`src/rtl/ps2_scancode_rx.sv`:
```
// PS/2 keyboard receiver: synchronizes kb_clock/kb_data, deframes 11-bit
// frames, and folds 0xF0/0xE0 prefixes into flags on the following scan code.
module ps2_scancode_rx #(
  parameter int TIMEOUT_CYCLES = 50000
) (
  input  logic       clock,
  input  logic       resetn,
  input  logic       kb_clock,
  input  logic       kb_data,
  output logic [7:0] raw_data,
  output logic       code_valid,
  output logic       released,
  output logic       extended,
  output logic [7:0] held_code,
  output logic       frame_err,
  output logic [1:0] fsm_state
);

  // Output protocol: code_valid and frame_err are single-cycle strobes with no
  // back-pressure; raw_data/released/extended/held_code are stable between
  // strobes and may be sampled on any cycle in which code_valid is high.

  localparam int TW = (TIMEOUT_CYCLES > 2) ? $clog2(TIMEOUT_CYCLES) : 1;
  localparam logic [TW-1:0] TMO_MAX = TW'(TIMEOUT_CYCLES - 1);

  typedef enum logic [1:0] {
    IDLE   = 2'd0,
    DATA   = 2'd1,
    PARITY = 2'd2,
    STOP   = 2'd3
  } state_t;

  state_t state, state_n;

  logic          clk_s1, clk_s2, clk_s3;
  logic          dat_s1, dat_s2;
  logic          fall;
  logic [2:0]    bit_cnt;
  logic [7:0]    shift_reg;
  logic          parity_bit;
  logic [TW-1:0] tmo_cnt;
  logic          break_pending, ext_pending;

  logic          start_en, shift_en, parity_en, frame_end, timeout_hit;
  logic          frame_good;

  assign fall       = clk_s3 & ~clk_s2;
  assign frame_good = dat_s2 & (^{shift_reg, parity_bit});
  assign fsm_state  = state;

  always_ff @(posedge clock or negedge resetn) begin
    if (!resetn) begin
      clk_s1 <= 1'b1;
      clk_s2 <= 1'b1;
      clk_s3 <= 1'b1;
      dat_s1 <= 1'b1;
      dat_s2 <= 1'b1;
    end else begin
      clk_s1 <= kb_clock;
      clk_s2 <= clk_s1;
      clk_s3 <= clk_s2;
      dat_s1 <= kb_data;
      dat_s2 <= dat_s1;
    end
  end

  always_comb begin
    state_n     = state;
    start_en    = 1'b0;
    shift_en    = 1'b0;
    parity_en   = 1'b0;
    frame_end   = 1'b0;
    timeout_hit = 1'b0;
    case (state)
      IDLE: begin
        if (fall && !dat_s2) begin
          start_en = 1'b1;
          state_n  = DATA;
        end
      end
      DATA: begin
        if (fall) begin
          shift_en = 1'b1;
          if (bit_cnt == 3'd7) state_n = PARITY;
        end
      end
      PARITY: begin
        if (fall) begin
          parity_en = 1'b1;
          state_n   = STOP;
        end
      end
      STOP: begin
        if (fall) begin
          frame_end = 1'b1;
          state_n   = IDLE;
        end
      end
      default: state_n = IDLE;
    endcase
    // A falling edge wins over an expiring timeout in the same cycle.
    if (state != IDLE && !fall && tmo_cnt == TMO_MAX) begin
      timeout_hit = 1'b1;
      state_n     = IDLE;
    end
  end

  always_ff @(posedge clock or negedge resetn) begin
    if (!resetn) begin
      state <= IDLE;
    end else begin
      state <= state_n;
    end
  end

  always_ff @(posedge clock or negedge resetn) begin
    if (!resetn) begin
      bit_cnt    <= 3'd0;
      shift_reg  <= 8'h00;
      parity_bit <= 1'b0;
      tmo_cnt    <= '0;
    end else begin
      if (start_en) bit_cnt <= 3'd0;
      else if (shift_en) bit_cnt <= bit_cnt + 3'd1;
      if (shift_en) shift_reg <= {dat_s2, shift_reg[7:1]};
      if (parity_en) parity_bit <= dat_s2;
      if (state == IDLE || fall || timeout_hit) tmo_cnt <= '0;
      else tmo_cnt <= tmo_cnt + TW'(1);
    end
  end

  always_ff @(posedge clock or negedge resetn) begin
    if (!resetn) begin
      raw_data      <= 8'h00;
      held_code     <= 8'h00;
      code_valid    <= 1'b0;
      released      <= 1'b0;
      extended      <= 1'b0;
      frame_err     <= 1'b0;
      break_pending <= 1'b0;
      ext_pending   <= 1'b0;
    end else begin
      code_valid <= 1'b0;
      frame_err  <= 1'b0;
      if (timeout_hit) begin
        frame_err     <= 1'b1;
        break_pending <= 1'b0;
        ext_pending   <= 1'b0;
      end else if (frame_end) begin
        if (!frame_good) begin
          frame_err     <= 1'b1;
          break_pending <= 1'b0;
          ext_pending   <= 1'b0;
        end else if (shift_reg == 8'hF0) begin
          break_pending <= 1'b1;
        end else if (shift_reg == 8'hE0) begin
          ext_pending <= 1'b1;
        end else begin
          raw_data      <= shift_reg;
          released      <= break_pending;
          extended      <= ext_pending;
          code_valid    <= 1'b1;
          break_pending <= 1'b0;
          ext_pending   <= 1'b0;
          // Only plain codes track the held key; a break releases it only if it matches.
          if (!ext_pending) begin
            if (!break_pending) held_code <= shift_reg;
            else if (shift_reg == held_code) held_code <= 8'h00;
          end
        end
      end
    end
  end

endmodule

```
`config.mk`:
```
export PLATFORM = sky130hd
export DESIGN_NAME = ps2_scancode_rx
export DESIGN_NICKNAME = d
export VERILOG_FILES = /design/src/rtl/ps2_scancode_rx.sv
export SDC_FILE = /design/constraint.sdc
export NUM_CORES = 1
export LEC_CHECK = 0
export ABC_AREA = 1
export CAP_MARGIN = 20
export CORE_ASPECT_RATIO = 0.5
export CORE_MARGIN = 1
export CORE_UTILIZATION = 35
export CTS_CLUSTER_SIZE = 28
export DETAILED_ROUTE_END_ITERATION = 10
export PLACE_DENSITY = 0.61
export RECOVER_POWER = 100
export SETUP_SLACK_MARGIN = 0.15
export SLEW_MARGIN = 20
export SYNTH_ARGS = -nofsm -noshare
export SYNTH_HDL_FRONTEND = slang
export SYNTH_SLANG_ARGS = --single-unit
```
`constraint.sdc`:
```
create_clock -name clock -period 1.5 [get_ports clock]
set_input_delay 0.15 -clock clock [delete_from_list [all_inputs] [get_ports clock]]
set_output_delay 0.15 -clock clock [all_outputs]
set_load 0.01 [all_outputs]
```
; After elaboration in Yosys (flattened, before gate mapping)
; Index checks and enable logic that the tools add are counted.
; Widths: inputs -> output; s select.
[totals]
regBits = 57
input_bits = 4
out_inout_bits = 22
wordCells = 97
[op_classes]
n_addsub = 2
eq_ne = 16
n_mux = 37
bitwise_logic = 7
reduce_logical = 17
[ops]
columns = operator, count
row1 = $mux 1, 25
row2 = $ne 3x3->1 const B, 6
row3 = $add 16x1->16 const B, 1
row4 = $eq 16x16->1 const B, 1
row5 = $eq 8x8->1 const B, 2
row6 = $mux 16, 1
row7 = $mux 8, 2
row8 = $mux 2, 6
row9 = $reduce_and 5->1, 2
row10 = $reduce_xor 9->1, 1
row11 = $eq 8x8->1, 1
row12 = $pmux 2 s4, 1
row13 = $reduce_and 7->1, 1
row14 = $mux 3, 2
row15 = $reduce_bool 2->1, 3
row16 = $not 1->1, 5
row17 = $eq 2x2->1 const B, 2
row18 = $ne 4x4->1 const B, 1
row19 = $reduce_and 2->1, 2
row20 = $add 3x1->3 const B, 1
row21 = $eq 3x3->1 const B, 1
row22 = $logic_and 1x1->1, 3
row23 = $and 1x1->1, 2
row24 = $eq 2x1->1 const B, 1
row25 = other kinds (4), 6

; Longest topological paths before layout
[depth]
depth_word = 8
mapped_depth = 15
ltp_nobuf = 13

; Worst setup path before layout
; Ideal clock, no wire load.
[synth_path]
path_type = reg2reg
startpoint = reg clk_s3
endpoint = reg held_code[2]
setup_ps = 117
arrival_ps = 1582
required_ps = 1383
setup_slack_ps = -199
path_stages_with_launch = 11
n_path_buf = 1
synth_period_minus_slack_ps = 1699
cell_sequence = dfstp_2 > inv_1 > nor2_1 > inv_1 > nor2_1 > nand3_1 > nor2_2 > buf_6 > nand2_2 > nand2_1 > nand2_1
[synth_between]
elab_chain_cells = 7
elab_cells_between_ends = 9
cone_classes = 3 x mux / 2 x bitwise / 4 x reduce/logical
[synth_lines]
columns = element, line_no
row1 = start: declaration, 35  ; logic clk_s1, clk_s2, clk_s3;
row2 = start signal: assignment, 61  ; clk_s3 <= clk_s2;
row3 = $and 1x1->1 (*), 47  ; assign fall = clk_s3 & ~clk_s2;
row4 = $logic_not 1->1, 102  ; if (state != IDLE && !fall && tmo_cnt == TMO_MAX) begin
row5 = $logic_and 1x1->1 (2 in series), 102
row6 = $mux 1, 102
row7 = $not 1->1 (no source line), n/a
row8 = $reduce_and 7->1 (no source line) (*), n/a
row9 = end signal: assignment, 167  ; if (!break_pending) held_code <= shift_reg;
row10 = end: declaration, 14  ; output logic [7:0] held_code,
; Mark *: on every way between the ends. The rest lies on a longest branch, timed or not.
; A chain may end at the register's enable or synchronous reset.

; Worst setup path in the final report
[layout_path]
startpoint = reg shift_reg[5]
endpoint = reg ext_pending
[layout_between]
elab_chain_cells = 6
elab_cells_between_ends = 11
cone_classes = 3 x eq/ne / 5 x mux / 1 x bitwise / 2 x reduce/logical
[layout_lines]
columns = element, line_no
row1 = start: declaration, 39  ; logic [7:0] shift_reg;
row2 = start signal: assignment, 125  ; if (shift_en) shift_reg <= {dat_s2, shift_reg[7:1]};
row3 = $eq 8x8->1, 156  ; end else if (shift_reg == 8'hE0) begin
row4 = $mux 1, 156
row5 = $mux 1, 154  ; end else if (shift_reg == 8'hF0) begin
row6 = $mux 1, 150  ; if (!frame_good) begin
row7 = $mux 1, 149  ; end else if (frame_end) begin
row8 = $mux 1, 145  ; if (timeout_hit) begin
row9 = end signal: assignment, 148  ; ext_pending <= 1'b0;
row10 = end signal: assignment, 153  ; ext_pending <= 1'b0;
row11 = end signal: assignment, 157  ; ext_pending <= 1'b1;
row12 = end: declaration, 42  ; logic break_pending, ext_pending;
; Parallel ways exist; a longest one is shown, timed or not. The select of a mux whose other input is x is not followed.

==> impl_metrics.csv <==
group,metric,value,unit
setup_path,endpoint,"ext_pending",
cells_and_area,most-common-layout-cells,"buf_4, nand2_1, dfrtp_1",
sta,hold_viol,0,
clock_network,numCtsBuffers,9,
synthesis,netlist-cell-type-count,27,
detailed_routing,drt-total-wl,7440,um
global_route,grt_pass1_vias,2812,
detailed_routing,post_drt_wl_per_cell,12.9,um
clock_network,cts_tree,"yes",
synthesis,syn_avg_cell_area,8.19,um2
sta,max_freq,0.570,GHz
synthesis,synthesis.area,2800,um2
synthesis,synth_top_area_share,0.464,
outcome,status,"finished, violations left",
die,ios,26,
synthesis,ys_ff_latch,57,
detailed_routing,wl_met2,3840,um
sta,min_period,1.75,ns
setup_path,timing.reg2reg.setup_slack,-0.25,ns
placement,globalplace.congestion,0.882,
sta,skew,0.00693,ns
sta,period_share,1.17,
cells_and_area,finalInstanceArea,4560,um2
setup_path,cp_max_fo,5,
setup_path,r2r-start,"shift_reg[5]",
synthesis,syn-instance-count,342,
synthesis,yosysSeqAreaShare,0.511,
global_route,grt_pass1_wl,12700,um
cells_and_area,regMostFlops,"tmo_cnt",
synthesis,synth-main-ff-cell,"dfrtp_1",
clock_network,clock-sinks,57,
hold_path,hp-class,"reg2reg",
placement,post_dp_cell_area,3800,um2
detailed_routing,drtIter0Drc,119,
die,initial_core_util,0.371,
detailed_routing,num_vias,2734,
synthesis,ys_warn_count,0,
clock_network,path_clk_slew,0.05,ns
die,die_h,65.3,um
pwr,irDropWorstVdd,0.000715,V
detailed_routing,route.detailed.drc,0,
cells_and_area,layout_commonest_cell,"buf_4",
clock_network,root_buffer,"clkbuf_16",
sta,drv_slew,0,
sta,worstMarginPinSlew,1.12,ns
sta,slew_headroom,0.253,
cells_and_area,multi_input_area,1530,um2
setup_path,crit_path_start_kind,"flip-flop",
clock_network,clkLatencyLatePin,0.33,ns
setup_path,worstPathRequired,1.77,ns
placement,port_buffers,25,
detailed_routing,ant_nets,0,
outcome,violations,"setup timing",
clock_network,cts_buffer_depth,2,
setup_path,ff2ff_path_depth,13,
detailed_routing,wl_met3,225,um
global_route,grt_util_all_layers,0.198,
pwr,fin_total_pwr,7.45,mW
detailed_routing,dr.pass1.iters,4,
cells_and_area,syn2layout_area_growth,62.8,%
cells_and_area,drive_gt1_frac,0.410,
synthesis,synth_edf_count,0,
synthesis,synth_area_leaders,"dfrtp_1, nand2_1, dfstp_2, inv_1, nor2_1",
global_route,grt_max_degree,29,
cells_and_area,num-fill-cells,631,
setup_path,worstReg2RegEnd,"ext_pending",
sta,rsz0062_at_grt,"yes",
synthesis,synth_top_area_cell,"dfrtp_1",
setup_path,critPathLaunch,"shift_reg[5]",
die,coreArea,7540,um2
global_route,antenna_found_initial,0,
setup_path,endpoint_kind,"flip-flop",
detailed_routing,drt-met1-wl,3230,um
sta,setup_viol_count_final,34,
cells_and_area,n_antenna_cell,0,
job,drv_cap,0,
cells_and_area,final_util,0.605,
die,num_rows,22,
die,die_w,129,um
detailed_routing,highest_layer,"met4",
clock_network,htree_levels,3,
global_route,grt_overflow,0,
setup_path,crit_type,"reg2reg",
sta,fin_hold_ws,0.354,ns
setup_path,crit_arrival,2.02,ns
synthesis,mappedNetlistNets,354,
cells_and_area,final_nets,479,
placement,hpwl,5120,um
sta,fin_ws,-0.254,ns
pwr,leakage,2.26,nW
detailed_routing,routed_via_density,4.72,
pwr,power_density,1630,nW/um2
die,die-area,8390,um2
cells_and_area,ff_latch_area,1440,um2
cells_and_area,largest_register_ffs,16,
synthesis,async_flop_share,1.00,
report_power, final:
part / switching [mW] / internal [mW]
clock: 0.690 / 1.23
sequential: 0.346 / 1.90
combinational: 1.72 / 1.57
cell type report:
cell class	instances	area share
clock buffers	12	0.0584
clock inverters	3	0.00329
inverters	39	0.0343
multi-input cells	240	0.336
flip-flops and latches	57	0.315
well taps	108	0.0296
repair buffers	119	0.221
repair inverters	1	0.00165
cells by family after synthesis:
family,count (synthesis),synth area share
DFF,57,0.511
adders and majority gates,8,0.0357
xor gates and xnor gates,8,0.0250
and+or+nand+nor,175,0.267
AOI/OAI and AO/OA,49,0.0933
buffers and inverters,45,0.0679
stage by stage:
stage | std cells | worst slack (ns) | TNS [ns]
6_report | 579 | -0.254 | -5.58
5_1_grt | 579 | -0.390 | -10.72
4_1_cts | 570 | -0.239 | -4.85
3_5_place_dp | 542 | -0.323 | -6.28
3_3_place_gp | 542 | -0.245 | -5.08
2_1_floorplan | 342 | -0.124 | -1.91
worst max-delay path, cell delays in order, from the launching register on:
cell and delay, ns:
dfrtp_2 0.45, nor2_4 0.14, inv_2 0.05, nand2_2 0.07, nand2_2 0.07, nand3_2 0.10
nand2_1 0.06, nand2_1 0.06, nand3_2 0.10, buf_4 0.16, buf_6 0.12, nor3_1 0.16
nand2_1 0.08, nand2_1 0.07
what timing repair did:
| action | in CTS | in global routing |
|---|---|---|
| pin swaps | 16 | 16 |
| resized for setup | 77 | 41 |
| gates cloned | 1 | 0 |
| buffers inserted | 11 | 9 |
| setup endpoints to repair | 69 | 52 |
| hold endpoints to repair | 13 | 0 |
| hold buffers | 1 | 0 |
cells in the mapped netlist (2+ instances only):
cell and instances:
a21oi_1 21, nand3_1 25, xnor2_1 4, dfrtp_1 52, nor2_1 35, nor2_2 4, nand2_2 3, nand2_1 90
inv_2 4, o21ai_0 22, buf_2 2, xor2_1 4, inv_1 35, a211oi_1 2, nor3_1 9, dfstp_2 5
nand4_1 7, buf_6 2, ha_1 8
worst min-delay path by stage:
stage	end	from	slack, ns	cells past startpoint
finish	dat_s2	dat_s1	0.35	0
global route	dat_s2	dat_s1	0.36	0
CTS	dat_s1	kb_data	0.22	1
detailed placement	tmo_cnt[8]	resetn	0.13	1
global placement	tmo_cnt[8]	resetn	0.12	1
floorplan	bit_cnt[0]	resetn	-0.15	0
layer usage:
| layer | track usage | vias to the layer above |
|---|---|---|
| li1 | - | 1358 |
| met1 | 0.222 | 1319 |
| met2 | 0.359 | 44 |
| met3 | 0.0489 | 13 |
| met4 | 0.0897 | 0 |
| met5 | 0 | - |
Power figures use the tool's default switching activity.
